File: src/rtl/gjc_ser_pkg.sv
// Shared definitions for the GJC multi-channel serializer.
//   state_t     : control FSM states (IDLE, SHIFT)
//   WIDTH_MIN/MAX: legal serialisation ratio range
//   cnt_width() : bit counter width for a given word width
//   width_ok()  : range check used by the top-level elaboration assertion
package gjc_ser_pkg;

    typedef enum logic {
        IDLE  = 1'b0,
        SHIFT = 1'b1
    } state_t;

    localparam int WIDTH_MIN = 2;
    localparam int WIDTH_MAX = 16;

    function automatic int cnt_width(input int w);
        return (w <= 2) ? 1 : $clog2(w);
    endfunction

    function automatic bit width_ok(input int w);
        return (w >= WIDTH_MIN) && (w <= WIDTH_MAX);
    endfunction

endpackage

File: src/rtl/gjc_ser_lane.sv
// One serial lane: shifter, one-word hold register and registered output bit.
// Ports:
//   clk, reset_n : clock, asynchronous active-low reset (output bit only)
//   enable       : clock-enable, low freezes the lane
//   load_new     : load word into the shifter, present its first bit
//   load_hold    : move the hold register into the shifter, present its first bit
//   advance      : present the next bit of the shifter
//   go_idle      : drive IDLE_VAL
//   hold_wr      : capture word into the hold register
//   word         : parallel word for this lane
//   bit_out      : registered serial output
module gjc_ser_lane
    import gjc_ser_pkg::*;
#(
    parameter int   WIDTH     = 4,
    parameter int   LSB_FIRST = 1,
    parameter logic IDLE_VAL  = 1'b0
) (
    input  logic             clk,
    input  logic             reset_n,
    input  logic             enable,
    input  logic             load_new,
    input  logic             load_hold,
    input  logic             advance,
    input  logic             go_idle,
    input  logic             hold_wr,
    input  logic [WIDTH-1:0] word,
    output logic             bit_out
);

    logic [WIDTH-1:0] shreg;
    logic [WIDTH-1:0] hold;

    function automatic logic first_bit(input logic [WIDTH-1:0] w);
        return (LSB_FIRST != 0) ? w[0] : w[WIDTH-1];
    endfunction

    // The shifter keeps only the bits not yet presented; the bit on
    // bit_out has already been removed from it.
    function automatic logic [WIDTH-1:0] rest_bits(input logic [WIDTH-1:0] w);
        return (LSB_FIRST != 0) ? (w >> 1) : (w << 1);
    endfunction

    always_ff @(posedge clk or negedge reset_n) begin
        if (!reset_n) begin
            bit_out <= IDLE_VAL;
        end else if (enable) begin
            if (load_new)
                bit_out <= first_bit(word);
            else if (load_hold)
                bit_out <= first_bit(hold);
            else if (advance)
                bit_out <= first_bit(shreg);
            else if (go_idle)
                bit_out <= IDLE_VAL;
        end
    end

    // Datapath registers carry no reset: their contents are only observed
    // after a load, and reset clears the flags that qualify them.
    always_ff @(posedge clk) begin
        if (enable) begin
            if (load_new)
                shreg <= rest_bits(word);
            else if (load_hold)
                shreg <= rest_bits(hold);
            else if (advance)
                shreg <= rest_bits(shreg);

            if (hold_wr)
                hold <= word;
        end
    end

endmodule

File: src/rtl/gjc_serializer_mc.sv
// Multi-channel parallel-to-serial output block with valid/ready load
// handshake and a one-word holding buffer for gap-free output.
// Ports:
//   clk_i    : clock
//   reset_n  : asynchronous active-low reset
//   enable   : global clock-enable, low freezes all state
//   data_i   : NUM_CH words, lane k at [k*WIDTH +: WIDTH]
//   valid_i  : data_i holds a word to load
//   ready_o  : a word can be accepted this cycle (combinational)
//   data_o   : registered serial bit per lane
//   frame_o  : high while data_o carries the first bit of a word
//   busy_o   : shifter or holding buffer occupied
module gjc_serializer_mc
    import gjc_ser_pkg::*;
#(
    parameter int   WIDTH     = 4,
    parameter int   NUM_CH    = 2,
    parameter int   LSB_FIRST = 1,
    parameter logic IDLE_VAL  = 1'b0
) (
    input  logic                    clk_i,
    input  logic                    reset_n,
    input  logic                    enable,
    input  logic [NUM_CH*WIDTH-1:0] data_i,
    input  logic                    valid_i,
    output logic                    ready_o,
    output logic [NUM_CH-1:0]       data_o,
    output logic                    frame_o,
    output logic                    busy_o
);

    localparam int               CNT_W       = cnt_width(WIDTH);
    localparam logic [CNT_W-1:0] LAST_CNT    = CNT_W'(WIDTH - 1);
    localparam bit               WIDTH_LEGAL = width_ok(WIDTH);

    generate
        if (!WIDTH_LEGAL) begin : g_bad_width
            $error("gjc_serializer_mc: WIDTH must be in 2..16");
        end
    endgenerate

    state_t           state;
    logic [CNT_W-1:0] bit_cnt;
    logic             hold_full;

    logic accept;
    logic last;
    logic load_new;
    logic load_hold;
    logic advance;
    logic go_idle;
    logic hold_wr;

    assign ready_o = enable & ~hold_full;
    assign accept  = valid_i & ready_o;
    assign last    = (state == SHIFT) && (bit_cnt == LAST_CNT);

    // Lane control decode. At the last bit a pending hold word wins; an
    // incoming word can only be taken directly when the hold is empty,
    // which ready_o already guarantees.
    always_comb begin
        load_new  = 1'b0;
        load_hold = 1'b0;
        advance   = 1'b0;
        go_idle   = 1'b0;
        hold_wr   = 1'b0;
        if (state == IDLE) begin
            load_new = accept;
        end else if (last) begin
            load_hold = hold_full;
            load_new  = ~hold_full & accept;
            go_idle   = ~hold_full & ~accept;
        end else begin
            advance = 1'b1;
            hold_wr = accept;
        end
    end

    always_ff @(posedge clk_i or negedge reset_n) begin
        if (!reset_n) begin
            state     <= IDLE;
            bit_cnt   <= '0;
            hold_full <= 1'b0;
            frame_o   <= 1'b0;
            busy_o    <= 1'b0;
        end else if (enable) begin
            case (state)
                IDLE: begin
                    if (accept) begin
                        state   <= SHIFT;
                        bit_cnt <= '0;
                        frame_o <= 1'b1;
                        busy_o  <= 1'b1;
                    end else begin
                        frame_o <= 1'b0;
                        busy_o  <= 1'b0;
                    end
                end
                SHIFT: begin
                    if (last) begin
                        bit_cnt <= '0;
                        if (hold_full || accept) begin
                            hold_full <= 1'b0;
                            frame_o   <= 1'b1;
                            busy_o    <= 1'b1;
                        end else begin
                            state   <= IDLE;
                            frame_o <= 1'b0;
                            busy_o  <= 1'b0;
                        end
                    end else begin
                        bit_cnt <= bit_cnt + 1'b1;
                        frame_o <= 1'b0;
                        busy_o  <= 1'b1;
                        if (accept)
                            hold_full <= 1'b1;
                    end
                end
                default: begin
                    state   <= IDLE;
                    frame_o <= 1'b0;
                    busy_o  <= 1'b0;
                end
            endcase
        end
    end

    for (genvar k = 0; k < NUM_CH; k++) begin : g_lane
        gjc_ser_lane #(
            .WIDTH     (WIDTH),
            .LSB_FIRST (LSB_FIRST),
            .IDLE_VAL  (IDLE_VAL)
        ) u_lane (
            .clk       (clk_i),
            .reset_n   (reset_n),
            .enable    (enable),
            .load_new  (load_new),
            .load_hold (load_hold),
            .advance   (advance),
            .go_idle   (go_idle),
            .hold_wr   (hold_wr),
            .word      (data_i[k*WIDTH +: WIDTH]),
            .bit_out   (data_o[k])
        );
    end

endmodule
File: config.mk
export PLATFORM = sky130hd
export DESIGN_NAME = gjc_serializer_mc
export DESIGN_NICKNAME = d
export VERILOG_FILES = /design/src/rtl/gjc_ser_pkg.sv /design/src/rtl/gjc_ser_lane.sv /design/src/rtl/gjc_serializer_mc.sv
export SDC_FILE = /design/constraint.sdc
export NUM_CORES = 1
export LEC_CHECK = 0
export CAP_MARGIN = 0
export CORE_MARGIN = 10
export CORE_UTILIZATION = 52
export DETAILED_ROUTE_END_ITERATION = 8
export PLACE_DENSITY_LB_ADDON = 0.08
export RECOVER_POWER = 50
export REMOVE_ABC_BUFFERS = 1
export SYNTH_ARGS = -nofsm -noshare
export SYNTH_HDL_FRONTEND = slang
export SYNTH_SLANG_ARGS = --single-unit
File: constraint.sdc
create_clock -name clk_i -period 3.25 [get_ports clk_i]
set_clock_uncertainty 0.15 [all_clocks]
set_input_delay 0.4875 -clock clk_i [delete_from_list [all_inputs] [get_ports clk_i]]
set_output_delay 0.4875 -clock clk_i [all_outputs]
set_load 0.1 [all_outputs]
==> summary.md <==
| Metric | Value |
|---|---|
| HPWL after detailed placement | 1340 um |
| First-pass GRT wire length | 3020 um |
| Transition time at the pin with the least slew margin | 1.17 ns |
| Final critical path time including I/O delays and setup | 2.41 ns |
| Endpoint required time on the critical path | 2.61 ns |
| Area growth from synthesis to final layout | 13.3% |
| Capturing element type of the critical path | output port |
| Peak fanout along the critical path | 9 |
| Maximum vdd drop | 0.000580 V |
| Number of design-rule violations left by the first detailed-router iteration | 7 |
| Post-layout nets | 106 |
| Hold_buf cts | 0 |
| Horizontal extent of the die | 63.4 um |
| Resized cells post-CTS | 0 |
| Basic-gate share of the synthesized area counting and, or, nand and nor cells | 15.6% |
| Final-layout fill cell count | 162 |
| Synthesized-area fraction occupied by ao, oa, aoi and oai cells | 12.1% |
| Library cell used as clock root buffer | clkbuf_4 |
| Combinational family with the most area after synthesis | simple AND/OR/NAND/NOR gates |
| Initial cell density of the core | 55.6% |
| Total internal power | 0.523 mW |
| Slew headroom | 22.5% |
| Total power divided by cell area | 843 nW/um^2 |
| Final weighted congestion of routability-driven global placement | 0.711 |
| Logic pwr share | 41.4% |
| Synthesized instance count | 79 |
| Port Buffer Count | 16 |
| Count of flip-flops with a built-in enable after synthesis | 14 |
| Number of unique standard cell types used by synthesis | 28 |
| Post-synthesis instance area | 981 um^2 |
| Number of sinks handled by clock tree synthesis | 21 |
| Mean routed wirelength per cell | 15.1 um |
| Mean Syn Cell Area | 12.4 um^2 |
| Number of top-level pins | 17 |
| Pin count of the biggest net entering global routing | 16 |
| Post-synthesis share of cell area spent on xor and xnor gates | 0% |
| Worst skew pair latency | 0.31 ns |
| Slowest stage cell on the critical path | dlygate4sd3_1 |
| Placement row count | 15 |
| Switching power of the nets | 0.414 mW |
| Static Leak | 0.446 nW |
| Post-synthesis mux area share | 4.08% |
| Main synth FF type | edfxtp_1 |
| Async S/R FF share, synth | 33.3% |
| Setup Crit Path Kind | input port to output port |
| Share of post-route cells with drive strength above 1 | 9.78% |
| Top-count cell post-synth | edfxtp_1 |
| Share of synthesized cell area in full adder, half adder and majority cells | 1.28% |
| Biggest area consumer among synthesized cells | edfxtp_1 |
| Number of post-CTS setup repair buffers | 0 |
| Number of antenna violations at the first check in global routing | 0 |
| # diodes | 0 |
| Register Area | 596 um^2 |
| TNS Setup | 0 ns |
| TritonCTS clock tree | done |
| Die Footprint | 4020 um^2 |
| Signal arrival time at the worst endpoint | 1.78 ns |
| Switching share of power | 44.2% |
| Chip Height | 63.4 um |
| GRT overflow | 0 |
| Sequential group share of total power | 45.4% |
| Share of power burned in the clock network | 13.3% |
| Antenna violation net count after detailed routing | 0 |
| Hold violation total from the final report | 0 |
| Synth top cells by count | edfxtp_1, nand2_1, o21ai_0, dfrtp_1 |
| Area taken by multi-input logic gates | 317 um^2 |
| Via total after detailed routing | 617 |
| Share of the yosys chip area belonging to registers | 60.7% |
| Max Fclk | 0.414 GHz |
| Clock transition time at the flip-flop clock pins of the worst setup and hold paths | 0.11 ns |
| Top cell type's share of synthesized area | 42.9% |
| Post-Route WL | 1770 um |
| CTS buffer count | 3 |
| Top post-synthesis cells by area | edfxtp_1, dfrtp_1, nand2_1 |
| Total placed cells including tap cells | 113 |
| Max-cap violations | 0 |
| Cell-by-cell listing of the critical path | dlygate4sd3_1 > nor2b_1 > buf_4 |
| Kind of launch point of the worst setup path | input port |
| Overall global routing resource usage | 9.49% |
| Portion of the clock cycle consumed by the worst path in the final layout | 74.2% |
| Vias in the first global route | 613 |
| DRC violations left | 0 |
| Post-layout instance count excluding filler cells | 117 |
| Number of warnings reported in the yosys synthesis log | 0 |
| Deepest clock path buffer count | 2 |
| Number of synthesized register bits | 21 |
| Final hold slack | 0.347 ns |
| Status | finished, final reports clean |
| Setup repair after global routing missed its margin | false |
| Fin. max-slew vios | 0 |
| DR pass1 iterations | 4 |
| Path class of the lowest-slack min-delay path | input port to async pin |
| Stage delay of the slowest cell on the critical path | 0.74 ns |
| Core Area | 1760 um^2 |
| Final count of negative-setup-slack endpoints | 0 |
| Depth of the CTS H-tree | 1 |
| Via/cell ratio | 5.27 |
==> worst paths after layout <==
check	to	start	slack (ns)	cells after the start
max in group asynchronous	g_lane[0].u_lane.bit_out	reset_n	2.35	1
min in group clk_i	g_lane[1].u_lane.bit_out	g_lane[1].u_lane.bit_out	0.35	2
worst min register to register	g_lane[1].u_lane.bit_out	g_lane[1].u_lane.bit_out	0.35	2
worst max-delay path	ready_o	enable	0.84	3
worst max register to register	g_lane[1].u_lane.hold[2]	bit_cnt[0]	1.21	3
worst min-delay path	bit_cnt[0]	reset_n	0.35	1
==> final cells by class <==
cell class	instances	area share (%)
flip-flops and latches	21	53.6
multi-input cells	50	28.5
repair buffers	16	12.3
well taps	25	2.82
clock buffers	3	2.03
clock inverters	1	0.450
inverters	1	0.338
==> flip-flops by register name (all words and copies together) (netlist names) <==
register,cells
g_lane.u_lane.hold,8
g_lane.u_lane.shreg,6
bit_cnt,2
g_lane.u_lane.bit_out,2
frame_o,1
hold_full,1
state,1
==> through the flow <==
stage	util (%)	total power [mW]	setup slack [ns]	cell area, um^2
6_report	63.0	0.937	0.837	1110
5_1_grt	63.0	0.998	0.785	1110
4_1_cts	64.0	0.969	0.912	1130
3_5_place_dp	62.5	0.846	0.896	1100
3_3_place_gp	62.5	0.840	0.936	1100
2_1_floorplan	-	0.740	0.760	923
==> worst max-delay path, delay by kind of cell <==
family / cells / cell delay, ns
buffers and inverters: 2 / 1.06
and+or+nand+nor: 1 / 0.23
==> power by group through the flow <==
stage / Sequential [mW] / Combinational [mW] / Clock [mW]
after floorplan: 0.568 / 0.173 / 0
after global routing: 0.434 / 0.421 / 0.143
after global placement: 0.431 / 0.409 / 0
after CTS: 0.427 / 0.414 / 0.127
after detailed placement: 0.433 / 0.413 / 0
final: 0.425 / 0.387 / 0.124
==> layer usage <==
metal	global-route usage [%]	part of all wire, %
met1	13.0	50
met4	5.74	2.4
met2	12.2	43
met3	3.36	5.1
met5	0	0
==> cells by family (layout without fill, tap and decap cells) <==
kind of cell             count (synthesis)  count (layout)
adder cells (fa/ha/maj)                  1               1
AO/OA/AOI/OAI                           20              20
multiplexers                             4               4
flip-flops                              21              21
AND/OR/NAND/NOR                         25              25
buffers and inverters                    8              21
==> cells in the final DEF (no fill, tap or decap), drive strengths merged, types with 2 or more instances in the layout <==
cell,count
buf,2
clkbuf,6
mux2i,4
dfrtp,7
a21oi,4
edfxtp,14
nand2b,2
nor2b,4
nand2,12
o21ai,9
a22o,2
a31oi,2
dlygate4sd3,11
nand4,2
Note: power is estimated with default switching activity, not from simulation.
